### config.mk
export PLATFORM = sky130hd
export DESIGN_NAME = uart_frame_recv
export DESIGN_NICKNAME = d
export VERILOG_FILES = /design/src/rtl/uart_pkg.sv /design/src/rtl/uart_byte_rx.sv /design/src/rtl/uart_frame_recv.sv
export SDC_FILE = /design/constraint.sdc
export NUM_CORES = 1
export LEC_CHECK = 0
export ABC_AREA = 1
export BUFFER_PORTS_ARGS = -buffer_cell sky130_fd_sc_hd__buf_2
export CAP_MARGIN = 25
export CORE_MARGIN = 5
export CORE_UTILIZATION = 58
export DETAILED_ROUTE_END_ITERATION = 7
export PLACE_DENSITY = 0.79
export SKIP_CTS_REPAIR_TIMING = 1
export SYNTH_ARGS = -nofsm -noshare
export SYNTH_HDL_FRONTEND = slang
export SYNTH_HIERARCHICAL = 1
export SYNTH_SLANG_ARGS = --single-unit
export TNS_END_PERCENT = 1
### constraint.sdc
create_clock -name sys_clk -period 1.88 [get_ports sys_clk]
set_input_delay 0.094 -clock sys_clk [delete_from_list [all_inputs] [get_ports sys_clk]]
set_output_delay 0.094 -clock sys_clk [all_outputs]
set_load 0.01 [all_outputs]
### src/rtl/uart_pkg.sv
`default_nettype none
// ============================================================================
// uart_pkg -- frame delimiters, baud divisor and FSM state types for the servo-command UART receiver
// Rev 1.0
// ============================================================================
package uart_pkg;

   localparam logic [7:0] C_SOF = 8'h23;
   localparam logic [7:0] C_EOF = 8'h21;

   typedef enum logic [1:0] {
      B_IDLE  = 2'd0,
      B_START = 2'd1,
      B_DATA  = 2'd2,
      B_STOP  = 2'd3
   } byte_state_e;

   typedef enum logic [0:0] {
      F_WAIT_SOF = 1'b0,
      F_COLLECT  = 1'b1
   } frame_state_e;

   function automatic int bps_cnt(input int clk_freq, input int baud);
      return clk_freq / baud;
   endfunction

endpackage
`default_nettype wire

### src/rtl/uart_byte_rx.sv
`default_nettype none
// ============================================================================
// uart_byte_rx -- 8N1 deserialiser: synchroniser, start/data/stop sampling FSM
// Rev 1.0
// ============================================================================
module uart_byte_rx
   import uart_pkg::*;
#(
   parameter int BPS_CNT = 5208
) (
   input  logic       sys_clk,
   input  logic       sys_rst_n,
   input  logic       rxd_i,
   output logic [7:0] byte_o,
   output logic       byte_valid_o,
   output logic       stop_err_o
);

   localparam logic [15:0] C_HALF = 16'(BPS_CNT / 2 - 1);
   localparam logic [15:0] C_FULL = 16'(BPS_CNT - 1);

   logic        sync1_q;
   logic        sync2_q;
   logic        sync3_q;
   logic        w_fall;
   byte_state_e state_q;
   logic [15:0] clk_cnt_q;
   logic [2:0]  bit_idx_q;
   logic [7:0]  shift_q;
   logic [7:0]  byte_q;
   logic        byte_valid_q;
   logic        stop_err_q;

   assign w_fall = sync3_q & ~sync2_q;

   always_ff @(posedge sys_clk or negedge sys_rst_n) begin
      if (!sys_rst_n) begin
         sync1_q <= 1'b1;
         sync2_q <= 1'b1;
         sync3_q <= 1'b1;
      end else begin
         sync1_q <= rxd_i;
         sync2_q <= sync1_q;
         sync3_q <= sync2_q;
      end
   end

   always_ff @(posedge sys_clk or negedge sys_rst_n) begin
      if (!sys_rst_n) begin
         state_q      <= B_IDLE;
         clk_cnt_q    <= 16'd0;
         bit_idx_q    <= 3'd0;
         shift_q      <= 8'd0;
         byte_q       <= 8'd0;
         byte_valid_q <= 1'b0;
         stop_err_q   <= 1'b0;
      end else begin
         byte_valid_q <= 1'b0;
         stop_err_q   <= 1'b0;
         case (state_q)
            B_IDLE: begin
               clk_cnt_q <= 16'd0;
               if (w_fall) state_q <= B_START;
            end
            B_START: begin
               // A line that is high again at mid-start-bit was only a glitch.
               if (clk_cnt_q == C_HALF) begin
                  clk_cnt_q <= 16'd0;
                  bit_idx_q <= 3'd0;
                  state_q   <= sync2_q ? B_IDLE : B_DATA;
               end else begin
                  clk_cnt_q <= clk_cnt_q + 16'd1;
               end
            end
            B_DATA: begin
               if (clk_cnt_q == C_FULL) begin
                  clk_cnt_q <= 16'd0;
                  shift_q   <= {sync2_q, shift_q[7:1]};
                  if (bit_idx_q == 3'd7) state_q <= B_STOP;
                  else                   bit_idx_q <= bit_idx_q + 3'd1;
               end else begin
                  clk_cnt_q <= clk_cnt_q + 16'd1;
               end
            end
            B_STOP: begin
               // Leaving at mid-stop-bit leaves half a bit to catch the next start edge.
               if (clk_cnt_q == C_FULL) begin
                  clk_cnt_q <= 16'd0;
                  state_q   <= B_IDLE;
                  if (sync2_q) begin
                     byte_q       <= shift_q;
                     byte_valid_q <= 1'b1;
                  end else begin
                     stop_err_q   <= 1'b1;
                  end
               end else begin
                  clk_cnt_q <= clk_cnt_q + 16'd1;
               end
            end
            default: state_q <= B_IDLE;
         endcase
      end
   end

   assign byte_o       = byte_q;
   assign byte_valid_o = byte_valid_q;
   assign stop_err_o   = stop_err_q;

endmodule
`default_nettype wire

### src/rtl/uart_frame_recv.sv
`default_nettype none
// ============================================================================
// uart_frame_recv -- UART receiver assembling fixed-length SOF..EOF command frames
// Rev 1.0
// ============================================================================
module uart_frame_recv
   import uart_pkg::*;
#(
   parameter int         CLK_FREQ  = 50000000,
   parameter int         UART_BPS  = 9600,
   parameter int         FRAME_LEN = 15,
   parameter logic [7:0] SOF       = C_SOF,
   parameter logic [7:0] EOF       = C_EOF
) (
   input  logic                   sys_clk,
   input  logic                   sys_rst_n,
   input  logic                   uart_rxd,
   output logic [7:0]             rx_byte,
   output logic                   rx_byte_valid,
   output logic [FRAME_LEN*8-1:0] frame_data,
   output logic                   frame_valid,
   output logic                   frame_err
);

   localparam int         BPS    = bps_cnt(CLK_FREQ, UART_BPS);
   localparam logic [3:0] C_LAST = 4'(FRAME_LEN - 1);

   logic [7:0]             w_byte;
   logic                   w_byte_valid;
   logic                   w_stop_err;
   logic [FRAME_LEN*8-1:0] w_frame;

   frame_state_e           state_q;
   logic [3:0]             idx_q;
   logic [7:0]             shadow_q [FRAME_LEN-1];
   logic [FRAME_LEN*8-1:0] frame_q;
   logic                   frame_valid_q;
   logic                   frame_err_q;

   uart_byte_rx #(
      .BPS_CNT (BPS)
   ) u_byte_rx (
      .sys_clk      (sys_clk),
      .sys_rst_n    (sys_rst_n),
      .rxd_i        (uart_rxd),
      .byte_o       (w_byte),
      .byte_valid_o (w_byte_valid),
      .stop_err_o   (w_stop_err)
   );

   // Completed frame: shadow bytes plus the EOF byte arriving this cycle.
   always_comb begin
      w_frame = '0;
      for (int k = 0; k < FRAME_LEN - 1; k++) w_frame[k*8 +: 8] = shadow_q[k];
      w_frame[FRAME_LEN*8-1 -: 8] = w_byte;
   end

   always_ff @(posedge sys_clk or negedge sys_rst_n) begin
      if (!sys_rst_n) begin
         state_q       <= F_WAIT_SOF;
         idx_q         <= 4'd0;
         frame_q       <= '0;
         frame_valid_q <= 1'b0;
         frame_err_q   <= 1'b0;
         for (int k = 0; k < FRAME_LEN - 1; k++) shadow_q[k] <= 8'd0;
      end else begin
         frame_valid_q <= 1'b0;
         frame_err_q   <= 1'b0;
         case (state_q)
            F_WAIT_SOF: begin
               if (w_byte_valid && (w_byte == SOF)) begin
                  shadow_q[0] <= w_byte;
                  idx_q       <= 4'd1;
                  state_q     <= F_COLLECT;
               end
            end
            F_COLLECT: begin
               if (w_stop_err) begin
                  frame_err_q <= 1'b1;
                  idx_q       <= 4'd0;
                  state_q     <= F_WAIT_SOF;
               end else if (w_byte_valid) begin
                  if (idx_q == C_LAST) begin
                     if (w_byte == EOF) begin
                        frame_q       <= w_frame;
                        frame_valid_q <= 1'b1;
                     end else begin
                        frame_err_q   <= 1'b1;
                     end
                     idx_q   <= 4'd0;
                     state_q <= F_WAIT_SOF;
                  end else if (w_byte == SOF) begin
                     frame_err_q <= 1'b1;
                     shadow_q[0] <= w_byte;
                     idx_q       <= 4'd1;
                  end else if (w_byte == EOF) begin
                     frame_err_q <= 1'b1;
                     idx_q       <= 4'd0;
                     state_q     <= F_WAIT_SOF;
                  end else begin
                     shadow_q[idx_q] <= w_byte;
                     idx_q           <= idx_q + 4'd1;
                  end
               end
            end
            default: state_q <= F_WAIT_SOF;
         endcase
      end
   end

   assign rx_byte       = w_byte;
   assign rx_byte_valid = w_byte_valid;
   assign frame_data    = frame_q;
   assign frame_valid   = frame_valid_q;
   assign frame_err     = frame_err_q;

endmodule
`default_nettype wire

Word-level counts from Yosys, hierarchy flattened

Cells that the tools add are included.

Mux-type cells: 55
Eq/ne operators: 21
Add/subtract/negate cells: 3
Reduce and logical (&&, ||, !) cells: 13
Bitwise operators: 8
Order comparisons: 2

Operator list:

| operator                | count |
|---|---|
| $mux W112               | 4 |
| $bwmux W112             | 1 |
| $mux W104               | 1 |
| $pmux W16 S3            | 1 |
| $demux W8 S4            | 1 |
| $mux W16                | 2 |
| $mux W4                 | 6 |
| $mux W8                 | 3 |
| $mux W1                 | 22 |
| $add A16 B1 Y16 const B | 1 |
| $eq A16 B12 Y1 const B  | 1 |
| $eq A16 B13 Y1 const B  | 1 |
| $eq A8 B6 Y1 const B    | 2 |
| $pmux W8 S2             | 1 |
| $reduce_and A5 Y1       | 3 |
| $mux W2                 | 6 |
| $ne A2 B1 Y1 const B    | 6 |
| $mux W3                 | 3 |
| $ne A2 B2 Y1 const B    | 4 |
| $pmux W2 S4             | 1 |
| $pmux W4 S2             | 1 |
| $not A1 Y1              | 6 |
| $pmux W3 S2             | 1 |
| $reduce_and A6 Y1       | 1 |
| 20 further kinds        | 23 |

Word-level logic and storage cells: 131
Flip-flop bits (word level): 281
Input bits: 3

Depth between registers and ports, before layout

Gate-level depths: netlist (run 1).

Depth in word-level cells: 12
Gate-level depth with buffers: 11
Depth with buffers taken out: 11

Modules after synthesis

Netlist (run 1), hierarchy kept.

By module, submodules not included:

| module          | sequential area each (µm²) | area each (µm²) | times used | cells each |
|---|---|---|---|---|
| uart_frame_recv | 5980.7                     | 9490.4          | 1          | 1004 |
| uart_byte_rx    | 1054.8                     | 2069.5          | 1          | 253 |

Worst setup path after synthesis (run 1)

No wires, ideal clock.

Path kind: reg-to-reg
Start: register idx_q[0]
End: register shadow_q[110] in the netlist's numbering
Required time: 1.747 ns
Cell stages (with the launch flop): 11
Path slack: 0.149 ns
Arrival: 1.598 ns
Period minus slack after synthesis: 1.731 ns
Path through: dfrtp_1 > inv_1 > ha_1 > nand3_1 > inv_2 > nor2_8 > buf_12 > nand4_4 > nand2_4 > buf_6 > o21ai_0

Word-level cells in the longest chain between the ends: 12

Ends and longest elaborated chain:

| what                                                               | line                   | text |
|---|---|---|
| start, declared                                                    | uart_frame_recv.sv:34  | `logic [3:0] idx_q;` |
| start signal, assigned                                             | uart_frame_recv.sv:102 | `idx_q <= idx_q + 4'd1;` |
| $not A4 Y5 (implied by the code)                                   | uart_frame_recv.sv:101 | `shadow_q[idx_q] <= w_byte;` |
| $ge A5 B5 Y1 (implied by the code) or $lt A5 B1 Y1 (tied branches) | uart_frame_recv.sv:101 |  |
| $logic_and A1 B1 Y1 (implied by the code)                          | uart_frame_recv.sv:101 |  |
| $mux W8 (implied by the code)                                      | uart_frame_recv.sv:101 |  |
| $demux W8 S4                                                       | uart_frame_recv.sv:101 |  |
| $bwmux W112                                                        | uart_frame_recv.sv:101 |  |
| $mux W112                                                          | uart_frame_recv.sv:96  | `end else if (w_byte == EOF) begin` |
| $mux W8                                                            | uart_frame_recv.sv:92  | `end else if (w_byte == SOF) begin` |
| $mux W112                                                          | uart_frame_recv.sv:83  | `if (idx_q == C_LAST) begin` |
| $mux W112                                                          | uart_frame_recv.sv:82  | `end else if (w_byte_valid) begin` |
| $mux W112                                                          | uart_frame_recv.sv:78  | `if (w_stop_err) begin` |
| $pmux W8 S2                                                        | uart_frame_recv.sv:69  | `case (state_q)` |
| end signal, assigned by index                                      | uart_frame_recv.sv:101 |  |
| end, declared                                                      | uart_frame_recv.sv:35  | `logic [7:0] shadow_q [FRAME_LEN-1];` |

Several ways; a longest one is shown, not always the timed one. The select of a mux whose other input is x is not followed.
A chain may end at the register's enable or synchronous reset.

Worst setup path after layout (run 1)

Start: register idx_q[1]
End: register shadow_q[28] in the netlist's numbering

Word-level cells in the longest chain between the ends: 6

Ends and longest elaborated chain:

| what                                                               | line |
|---|---|
| $not A4 Y5 (implied by the code)                                   | uart_frame_recv.sv:101 |
| $ge A5 B5 Y1 (implied by the code) or $lt A5 B1 Y1 (tied branches) | uart_frame_recv.sv:101 |
| $logic_and A1 B1 Y1 (implied by the code)                          | uart_frame_recv.sv:101 |
| $mux W8 (implied by the code)                                      | uart_frame_recv.sv:101 |
| $demux W8 S4                                                       | uart_frame_recv.sv:101 |
| $bwmux W112                                                        | uart_frame_recv.sv:101 |

Several ways; a longest one is shown, not always the timed one.

==> results of run 1 <==
[stage by stage]
stage | instance area (sq um) | TNS, ps
after floorplan | 11560 | 0
after global placement | 12490 | 0
after detailed placement | 12490 | 0
after CTS | 13460 | 0
after global routing | 13590 | -83.17
final | 13590 | 0
[logic make-up (layout without fill, tap and decap cells)]
family / after synthesis / in the layout
compound gates: 161 / 161
buf+inv: 132 / 303
fa+ha+maj: 7 / 7
xor+xnor: 3 / 3
flops: 281 / 281
simple gates: 673 / 673
[worst paths after layout]
check	slack [ps]	endpoint	depth (start not counted)	startpoint
min in group sys_clk	210	u_byte_rx/sync1_q	2	uart_rxd
max in group asynchronous	1080	u_byte_rx/sync2_q	3	sys_rst_n
worst min-delay path	60	frame_valid	2	sys_rst_n
worst max-delay path	100	shadow_q[28]	8	idx_q[1]
worst min register to register	360	u_byte_rx/sync2_q	0	u_byte_rx/sync1_q
worst max register to register	100	shadow_q[28]	8	idx_q[1]
[worst max-delay path, stage by stage (launching register included)]
cell,delay (ps)
dfrtp_2,440
ha_1,200
nand3_1,130
inv_2,100
nor2_8,190
buf_12,180
nand3_4,180
nand2_1,120
o21ai_0,90
[state kept, by name (all words and copies together) (netlist names), named ones only]
| signal | cells |
|---|---|
| state_q | 1 |
| u_byte_rx/sync1_q | 1 |
| u_byte_rx/state_q | 1 |
| frame_data | 120 |
| u_byte_rx/bit_idx_q | 3 |
| idx_q | 4 |
| u_byte_rx/byte_valid_o | 1 |
| frame_valid | 1 |
| u_byte_rx/sync3_q | 1 |
| shadow_q | 112 |
| u_byte_rx/sync2_q | 1 |
| frame_err | 1 |
| u_byte_rx/stop_err_o | 1 |
| u_byte_rx/clk_cnt_q | 16 |
| u_byte_rx/byte_o | 8 |
| u_byte_rx/shift_q | 8 |
[metal layers]
layer	wire [um]	global-route usage, %
met3	1834	3.651
met5	0	0
met1	11330	32.96
met2	12980	38.47
met4	870	7.162
[layout by cell type (no fill, tap or decap), drive strengths merged, types with 3 or more instances in the layout]
cell	synthesis	routed
a21oi	13	13
and3	3	3
buf	41	170
bufinv	0	4
clkbuf	13	43
clkinv	2	5
dfrtp	278	278
dfstp	3	3
ha	7	7
inv	76	77
nand2	556	556
nand3	36	36
nand4	7	7
nor2	59	59
nor3	7	7
o21ai	144	144
xor2	3	3
[power breakdown]
| group | total, mW | internal [mW] | leakage, nW | switching, mW |
|---|---|---|---|---|
| Sequential | 6.15 | 6.10 | 3.91 | 0.0573 |
| Clock | 5.78 | 3.47 | 0.462 | 2.31 |
| Combinational | 0.556 | 0.161 | 2.88 | 0.394 |
[layout make-up]
cell class / count / area [sq um] / share of cell area [%]
Sequential cell: 281 / 7037 / 51.78
Clock inverter: 10 / 172.7 / 1.271
Inverter: 78 / 295.3 / 2.173
Tap cell: 265 / 331.6 / 2.440
Clock buffer: 41 / 789.5 / 5.810
Multi-Input combinational cell: 844 / 3812 / 28.05
Timing Repair Buffer: 174 / 1151 / 8.471
==> run_results.csv, run 1 <==
group,metric,value,unit
synthesis,avgSynthCellArea,9.196,sq um
global_route,grt_overflow_total,0,
floorplanning,die_y,151.2,um
global_route,grt_antenna_before_repair,0,
drt,routed_wirelength,27.01,mm
worst_setup_path,critPathLaunchType,"register",
timing,finClkSkew,22.05,ps
drt,routedWlPerCell,15.96,um
timing,tightest_slew,399.0,ps
timing,maxSlewHeadroom,73.40,%
global_route,grt_max_degree,74,
drt,via_per_inst,5.255,
clocking,clk_pin_slew,60,ps
placed_design,place_ws,113.6,ps
global_route,grt_pass1_vias,8570,
timing,rsz0062_at_grt,"true",
synthesis,yosys.area_share.adder,0.7577,%
synthesis,yosysSeqAreaShare,60.86,%
power_and_ir_drop,peakVddDrop,1082,uV
timing,post-route-period-util,94.70,%
placed_design,placed_cells_incl_taps,1636,
synthesis,synth-xor-area-share,0.2273,%
clocking,clk_latency,550,ps
synthesis,synth_edf_count,0,
floorplanning,die_x,151.2,um
clocking,cts_tree,"yes",
drt,dr.pass1.iters,5,
floorplanning,core.rowCount,51,
synthesis,synthCells,1257,
drt,drc,0,
drt,first_iter_violations,653,
run,max_cap_viol_count,0,
timing,drv_slew,0,
timing,finalHoldViolCount,0,
clocking,cts-buffers-inserted,28,
clocking,clock-root-buffer,"clkbuf_16",
worst_setup_path,end_kind,"register",
drt,final_antenna_net_count,0,
final_layout,fillCellCount,1484,
timing,setup_violations,0,
synthesis,syn-num-nets,1267,
run_status,status,"finished, final reports clean",
synthesis,synth.yosys.warnings,6,
power_and_ir_drop,totalPowerFinal,12.49,mW
power_and_ir_drop,powerDensity,918.9,mW/mm^2
worst_setup_path,worstPathRequired,2290,ps
floorplanning,core-area,0.01953,sq mm
clocking,cts.path.max_buffers,3,
floorplanning,die_area,0.02285,sq mm
final_layout,fin_util,69.60,%
synthesis,synthTopCellsByArea,"dfrtp_1 (60%), nand2_1 (18%), o21ai_0 (5.1%), inv_1 (2.2%), buf_6 (2.0%)",
synthesis,synth-compound-area-share,7.090,%
placed_design,dpl.hpwl,16.83,mm
synthesis,synth_mux_area_share,0,%
worst_setup_path,critPathKind,"register to register",
timing,max_freq,561.7,MHz
synthesis,synthArstFlopShare,100.0,%
synthesis,synth_most_common_cell,"nand2_1",
placed_design,numPortBuffers,133,
synthesis,yosys.area.top_type_share,60.18,%
synthesis,synth_top_family_by_area,"simple AND/OR/NAND/NOR gates",
synthesis,synth_area,0.01156,sq mm
synthesis,ys_ff_latch,281,
power_and_ir_drop,power.leakage,7.257,nW
final_layout,stdcell_count,1693,
drt,vias,8896,
floorplanning,io_pins,134,
timing,hold_ws,56.26,ps
timing,worst_slack,99.69,ps
floorplanning,start_util,59.20,%
worst_hold_path,hp-class,"input port to async pin",
final_layout,nNetsFinal,1417,
clocking,clkSinkCount,281,
final_layout,drive_above_1_share,18.14,%
synthesis,synth.distinct_cells,40,
placed_design,gp_congestion,0.8581,
synthesis,synth-simple-area-share,24.75,%
worst_setup_path,cp_max_fo,16,
synthesis,yosysTopAreaCell,"dfrtp_1",
synthesis,synth_ff_type,"dfrtp_1",
global_route,grt_first_pass_wirelength,43.13,mm
clocking,cts_max_level,1,
final_layout,num_antenna_cells,0,
worst_setup_path,worst_ep_arrival_time,2190,ps
final_layout,synthToLayoutAreaGrowth,17.56,%
global_route,grtUsageTotal,23.53,%
timing,fin_crit,1780,ps
synthesis,synth_common_cells,"nand2_1 (550), dfrtp_1 (278), o21ai_0 (117)",
Note: power is estimated with default switching activity, not from simulation.
==> inputs of run 2 (changes only) <==
--- a/config.mk
+++ b/config.mk
@@ -9,12 +9,11 @@
 export BUFFER_PORTS_ARGS = -buffer_cell sky130_fd_sc_hd__buf_2
 export CAP_MARGIN = 25
 export CORE_MARGIN = 5
-export CORE_UTILIZATION = 58
+export CORE_UTILIZATION = 52
 export DETAILED_ROUTE_END_ITERATION = 7
-export PLACE_DENSITY = 0.79
+export PLACE_DENSITY = 0.75
 export SKIP_CTS_REPAIR_TIMING = 1
 export SYNTH_ARGS = -nofsm -noshare
 export SYNTH_HDL_FRONTEND = slang
 export SYNTH_HIERARCHICAL = 1
 export SYNTH_SLANG_ARGS = --single-unit
-export TNS_END_PERCENT = 1
==> constraint.sdc (replaced) <==
create_clock -name sys_clk -period 1.5 [get_ports sys_clk]
set_input_delay 0.075 -clock sys_clk [delete_from_list [all_inputs] [get_ports sys_clk]]
set_output_delay 0.075 -clock sys_clk [all_outputs]
set_load 0.01 [all_outputs]
==> run 2 against run 1 <==
The flow now finishes with violations (negative setup slack). Via count up 4.9%. First-iteration DRC count up 11%. Cell count up 4.7%. Register-to-register slack worse by 240 ps. Critical path depth up 3. Clock skew up 3.7 ps.
==> run_results.csv, run 2 (synthesis results as in run 1) <==
group,metric,value,unit
final_layout,num_antenna_cells,0,
worst_setup_path,critPathKind,"register to register",
placed_design,gp_congestion,0.8740,
timing,drv_slew,0,
power_and_ir_drop,powerDensity,1056,mW/mm^2
run,max_cap_viol_count,0,
clocking,cts_max_level,1,
worst_setup_path,crit_family,"buffers and inverters",
worst_setup_path,cp_max_fo,6,
worst_setup_path,worstPathRequired,1930,ps
drt,routed_wirelength,29.16,mm
final_layout,fin_util,66.76,%
final_layout,fillCellCount,1685,
timing,rsz0062_at_grt,"true",
power_and_ir_drop,power.leakage,7.584,nW
worst_setup_path,path_cells,"inv_2, ha_4, nand3_4, inv_6, nor2_8, buf_12, buf_4, o21ai_0, o21ai_0, nand2_2, nand2_1",
clocking,clk_pin_slew,60,ps
clocking,clock-root-buffer,"clkbuf_16",
final_layout,synthToLayoutAreaGrowth,26.42,%
global_route,grt_overflow_total,0,
worst_setup_path,r2r_end,"shadow_q[105]",
clocking,cts.path.max_buffers,3,
clocking,clk_latency,550,ps
drt,first_iter_violations,728,
drt,final_antenna_net_count,0,
final_layout,drive_above_1_share,25.47,%
global_route,grtUsageTotal,20.83,%
global_route,grt_first_pass_wirelength,44.74,mm
drt,routedWlPerCell,16.45,um
placed_design,numPortBuffers,133,
final_layout,final_common_cell,"nand2_1",
global_route,grt_antenna_before_repair,0,
timing,setup_violations,211,
floorplanning,die_y,159.1,um
timing,max_freq,609.5,MHz
timing,maxSlewHeadroom,72.63,%
clocking,cts-buffers-inserted,29,
worst_setup_path,crit-reg2reg-launch,"idx_q[0]",
drt,drc,0,
global_route,grt_max_degree,77,
timing,worst_slack,-140.6,ps
power_and_ir_drop,peakVddDrop,1157,uV
worst_setup_path,cpMaxStageDelayCell,"dfrtp_1",
worst_setup_path,reg2reg_slack,-140,ps
timing,tightest_slew,410.5,ps
worst_setup_path,max_stage_delay,390,ps
worst_setup_path,worstRegToRegCells,11,
floorplanning,io_pins,134,
clocking,clkSinkCount,281,
worst_setup_path,path_buf_inv,4,
placed_design,place_area,0.01304,sq mm
timing,post-route-period-util,109.4,%
worst_hold_path,hp-class,"input port to async pin",
timing,fin_crit,1641,ps
worst_setup_path,critPathLaunchType,"register",
final_layout,final_area,0.01461,sq mm
timing,finalHoldViolCount,0,
clocking,cts_tree,"yes",
floorplanning,start_util,52.81,%
final_layout,nNetsFinal,1481,
worst_setup_path,end_kind,"register",
run_status,status,"finished, violations left",
placed_design,placed_cells_incl_taps,1695,
drt,dr.pass1.iters,5,
timing,finClkSkew,25.78,ps
floorplanning,die_area,0.02531,sq mm
placed_design,place_ws,-159.8,ps
final_layout,largest_reg_flops,120,
worst_setup_path,worst_ep_arrival_time,2070,ps
drt,via_per_inst,5.269,
floorplanning,die_x,159.1,um
global_route,grt_pass1_vias,8905,
worst_setup_path,cpMostUsedCell,"o21ai_0",
floorplanning,core-area,0.02189,sq mm
drt,vias,9336,
timing,hold_ws,102.9,ps
floorplanning,core.rowCount,54,
final_layout,stdcell_count,1772,
final_layout,layout_common_cells,"nand2_1 (527), dfrtp_1 (277), buf_2 (132)",
placed_design,dpl.hpwl,17.72,mm
run_status,failed_checks,"negative setup slack",
==> run 2: changes by cell type in the layout (fill, tap and decap cells not counted), sizes merged <==
cell | previous run | this run
nand2 | 556 | 557
clkinv | 5 | 8
inv | 77 | 78
buf | 170 | 220
bufinv | 4 | 0
clkinvlp | 2 | 1
nand3 | 36 | 46
clkbuf | 43 | 47
==> run 2: per-stage QoR <==
step           TNS (ps)  total power [mW]
2_1_floorplan    -19530             8.229
3_3_place_gp     -12880             8.596
3_5_place_dp     -17230             8.617
4_1_cts          -19400             15.44
5_1_grt          -37070             16.04
6_report          -9945             15.44
==> run 2: worst reg2reg max path, stage by stage, from the launching register on <==
cell     delay (ps)
dfrtp_1         390
inv_2            80
ha_4            150
nand3_4         100
inv_6           100
nor2_8           50
buf_12          140
buf_4           140
o21ai_0          70
o21ai_0         150
nand2_2         100
nand2_1          50
==> run 2: power by group <==
| part | internal (mW) | switching [mW] |
|---|---|---|
| registers | 7.64 | 0.0672 |
| logic | 0.337 | 0.585 |
| clock network | 3.89 | 2.92 |
| total | 11.9 | 3.57 |
==> run 2: cell type report <==
type / instances / area [sq um] / share of cell area (%)
multi-input combinational: 855 / 4243 / 29.03
sequential: 281 / 7037 / 48.15
clock inverter: 9 / 73.82 / 0.5051
tap: 280 / 350.3 / 2.397
inverter: 78 / 306.5 / 2.098
timing repair buffer: 226 / 1765 / 12.08
clock buffer: 43 / 838.3 / 5.736
==> run 2: metal layers <==
layer | vias to the layer above | track usage (%) | part of all wire (%)
li1 | 4419 | - | -
met4 | 0 | 5.002 | 2.0
met3 | 45 | 3.676 | 6.6
met2 | 320 | 34.98 | 50
met1 | 4552 | 28.51 | 41
met5 | - | 0 | 0
==> run 2: how the worst max path moves through the flow <==
| stage | end | slack, ps | startpoint | cells after the start |
|---|---|---|---|---|
| after detailed placement | shadow_q[42] | -160 | idx_q[1] | 8 |
| after global placement | frame_data[18] | -100 | u_byte_rx/byte_o[7] | 10 |
| final | shadow_q[105] | -140 | idx_q[0] | 11 |
| after CTS | frame_data[23] | -180 | u_byte_rx/byte_o[7] | 10 |
| after floorplan | shadow_q[106] | -120 | idx_q[0] | 10 |
| after global routing | shadow_q[105] | -270 | idx_q[1] | 9 |
==> inputs of run 3 (changes only) <==
--- a/config.mk
+++ b/config.mk
@@ -8,10 +8,12 @@
 export ABC_AREA = 1
 export BUFFER_PORTS_ARGS = -buffer_cell sky130_fd_sc_hd__buf_2
 export CAP_MARGIN = 25
+export CELL_PAD_IN_SITES_DETAIL_PLACEMENT = 1
+export CELL_PAD_IN_SITES_GLOBAL_PLACEMENT = 1
 export CORE_MARGIN = 5
-export CORE_UTILIZATION = 52
+export CORE_UTILIZATION = 40
 export DETAILED_ROUTE_END_ITERATION = 7
-export PLACE_DENSITY = 0.75
+export PLACE_DENSITY_LB_ADDON = 0.1
 export SKIP_CTS_REPAIR_TIMING = 1
 export SYNTH_ARGS = -nofsm -noshare
 export SYNTH_HDL_FRONTEND = slang
==> run 3 against run 2 <==
The flow finishes with violations (negative hold slack, negative setup slack). Flip-flop and latch count unchanged. First-iteration DRC count down 18%. Global-route usage decreased by 2.3 points. Die area up 28%. Utilization fell by 8.0 points. Via count is 6.3% higher. Design area grew 15%. Clock skew is 11 ps lower. Cell count grew 9.4%. Combinational power is 19% higher. Sequential share of layout area fell by 6.3 points. Clock power is 15% higher. Largest cell class unchanged.
==> run_results.csv, run 3 (synthesis results as in run 1) <==
group,metric,value,unit
worst_setup_path,critPathLaunchType,"register",
run_status,failed_checks,"negative hold slack, negative setup slack",
final_layout,final_area,0.01683,sq mm
timing,rsz0062_at_grt,"true",
power_and_ir_drop,pwr-share-seq,46.2,%
clocking,cts.path.max_buffers,3,
power_and_ir_drop,totalPowerFinal,16.66,mW
drt,routedWlPerCell,21.08,um
clocking,clk_latency,550,ps
drt,first_iter_violations,597,
final_layout,num_antenna_cells,0,
timing,finalHoldViolCount,1,
timing,fin_crit,1769,ps
power_and_ir_drop,powerDensity,990.0,mW/mm^2
power_and_ir_drop,clkPwrFrac,47.2,%
timing,worst_slack,-268.8,ps
final_layout,layout_common_cells,"nand2_1 (365), dfrtp_1 (275), buf_2 (132)",
worst_hold_path,hp-class,"input port to async pin",
timing,hold_ws,-0.8482,ps
clocking,cts-buffers-inserted,31,
floorplanning,io_pins,134,
clocking,clk_pin_slew,60,ps
worst_setup_path,worstPathRequired,1940,ps
timing,tightest_slew,367.2,ps
clocking,clkSinkCount,281,
floorplanning,core-area,0.02863,sq mm
run,max_cap_viol_count,0,
drt,drc,0,
placed_design,place_area,0.01316,sq mm
drt,via_per_inst,5.119,
worst_setup_path,cp_max_fo,14,
power_and_ir_drop,p_switching,3.881,mW
clocking,clock-root-buffer,"clkbuf_16",
global_route,grt_max_degree,68,
global_route,grtUsageTotal,18.53,%
floorplanning,die_area,0.03240,sq mm
final_layout,fillCellCount,3148,
timing,post-route-period-util,117.9,%
final_layout,nNetsFinal,1541,
timing,setup_violations,259,
global_route,grt_overflow_total,0,
clocking,cts_tree,"yes",
timing,drv_slew,0,
final_layout,synthToLayoutAreaGrowth,45.61,%
power_and_ir_drop,p_int,12.78,mW
floorplanning,die_y,180,um
worst_setup_path,setup.worst_path.start,"idx_q[0]",
timing,max_freq,565.3,MHz
drt,vias,9921,
power_and_ir_drop,power.leakage,8.411,nW
final_layout,final_common_cell,"nand2_1",
worst_setup_path,crit-reg2reg-launch,"idx_q[0]",
worst_setup_path,end_kind,"register",
clocking,cts_max_level,1,
drt,routed_wirelength,40.85,mm
floorplanning,core.rowCount,62,
placed_design,numPortBuffers,133,
final_layout,drive_above_1_share,42.73,%
power_and_ir_drop,peakVddDrop,876.8,uV
timing,maxSlewHeadroom,75.52,%
floorplanning,start_util,40.38,%
run_status,status,"finished, violations left",
floorplanning,die_x,180,um
final_layout,fin_util,58.80,%
power_and_ir_drop,pwr-share-comb,6.6,%
drt,dr.pass1.iters,5,
power_and_ir_drop,switching_share,23.29,%
worst_setup_path,critPathKind,"register to register",
worst_setup_path,worst_ep_arrival_time,2210,ps
placed_design,dpl.hpwl,20.06,mm
drt,final_antenna_net_count,0,
global_route,grt_pass1_vias,9386,
global_route,grt_first_pass_wirelength,50.05,mm
timing,finClkSkew,15.01,ps
placed_design,gp_congestion,0.8114,
global_route,grt_antenna_before_repair,0,
final_layout,largest_reg_flops,120,
-- run 3: cell type report --
type	count	area [sq um]	share of cell area, %
multi-input cells	856	5268	31.29
inverters	78	310.3	1.843
clock buffers	48	959.7	5.701
repair buffers	283	2685	15.95
well taps	384	480.5	2.854
flip-flops and latches	281	7039	41.82
clock inverters	8	90.09	0.5352
-- run 3: path summary, 6_finish.rpt --
check	end	slack [ps]	cells after the start
max in group asynchronous	frame_data[30]	830	3
hold reg to reg	u_byte_rx/sync2_q	360	0
hold / removal	frame_data[119]	-0.8	2
setup reg to reg	frame_data[13]	-270	9
setup / recovery	frame_data[13]	-270	9
min in group sys_clk	u_byte_rx/sync1_q	160	2
-- run 3: worst max-delay path, stage by stage (launching register included) --
cell and delay [ps]:
dfrtp_1 390, inv_2 80, ha_4 150, nand3_4 120
nor4_4 200, buf_6 210, nand2_4 140, buf_8 200
nand2_1 90, nand2_1 70
-- run 3: power groups by stage --
stage | clock network [mW] | registers [mW] | logic, mW
after floorplan | 0 | 7.81 | 0.415
after global placement | 0 | 7.83 | 0.822
after detailed placement | 0 | 7.83 | 0.841
after CTS | 7.87 | 7.69 | 0.843
after global routing | 8.35 | 7.70 | 1.24
final | 7.86 | 7.70 | 1.10
-- run 3: metal layers --
layer | up-vias | wire, um | track usage (%)
met3 | 67 | 1426 | 2.890
met2 | 189 | 20560 | 31.19
met5 | - | 0 | 0
met4 | 0 | 974 | 2.895
li1 | 4545 | - | -
met1 | 5120 | 17880 | 26.05
-- run 3: per-stage QoR --
stage / TNS (ps) / hold slack (ps) / setup WS, ps / cells
after floorplan: -19530 / -220.6 / -122.1 / 1257
after global placement: -20740 / -26.51 / -154.7 / 1804
after detailed placement: -33410 / -31.12 / -192.4 / 1804
after CTS: -36050 / -602.5 / -202.2 / 1860
after global routing: -66930 / 9.875 / -339.6 / 1938
final: -46680 / -0.8482 / -268.8 / 1938
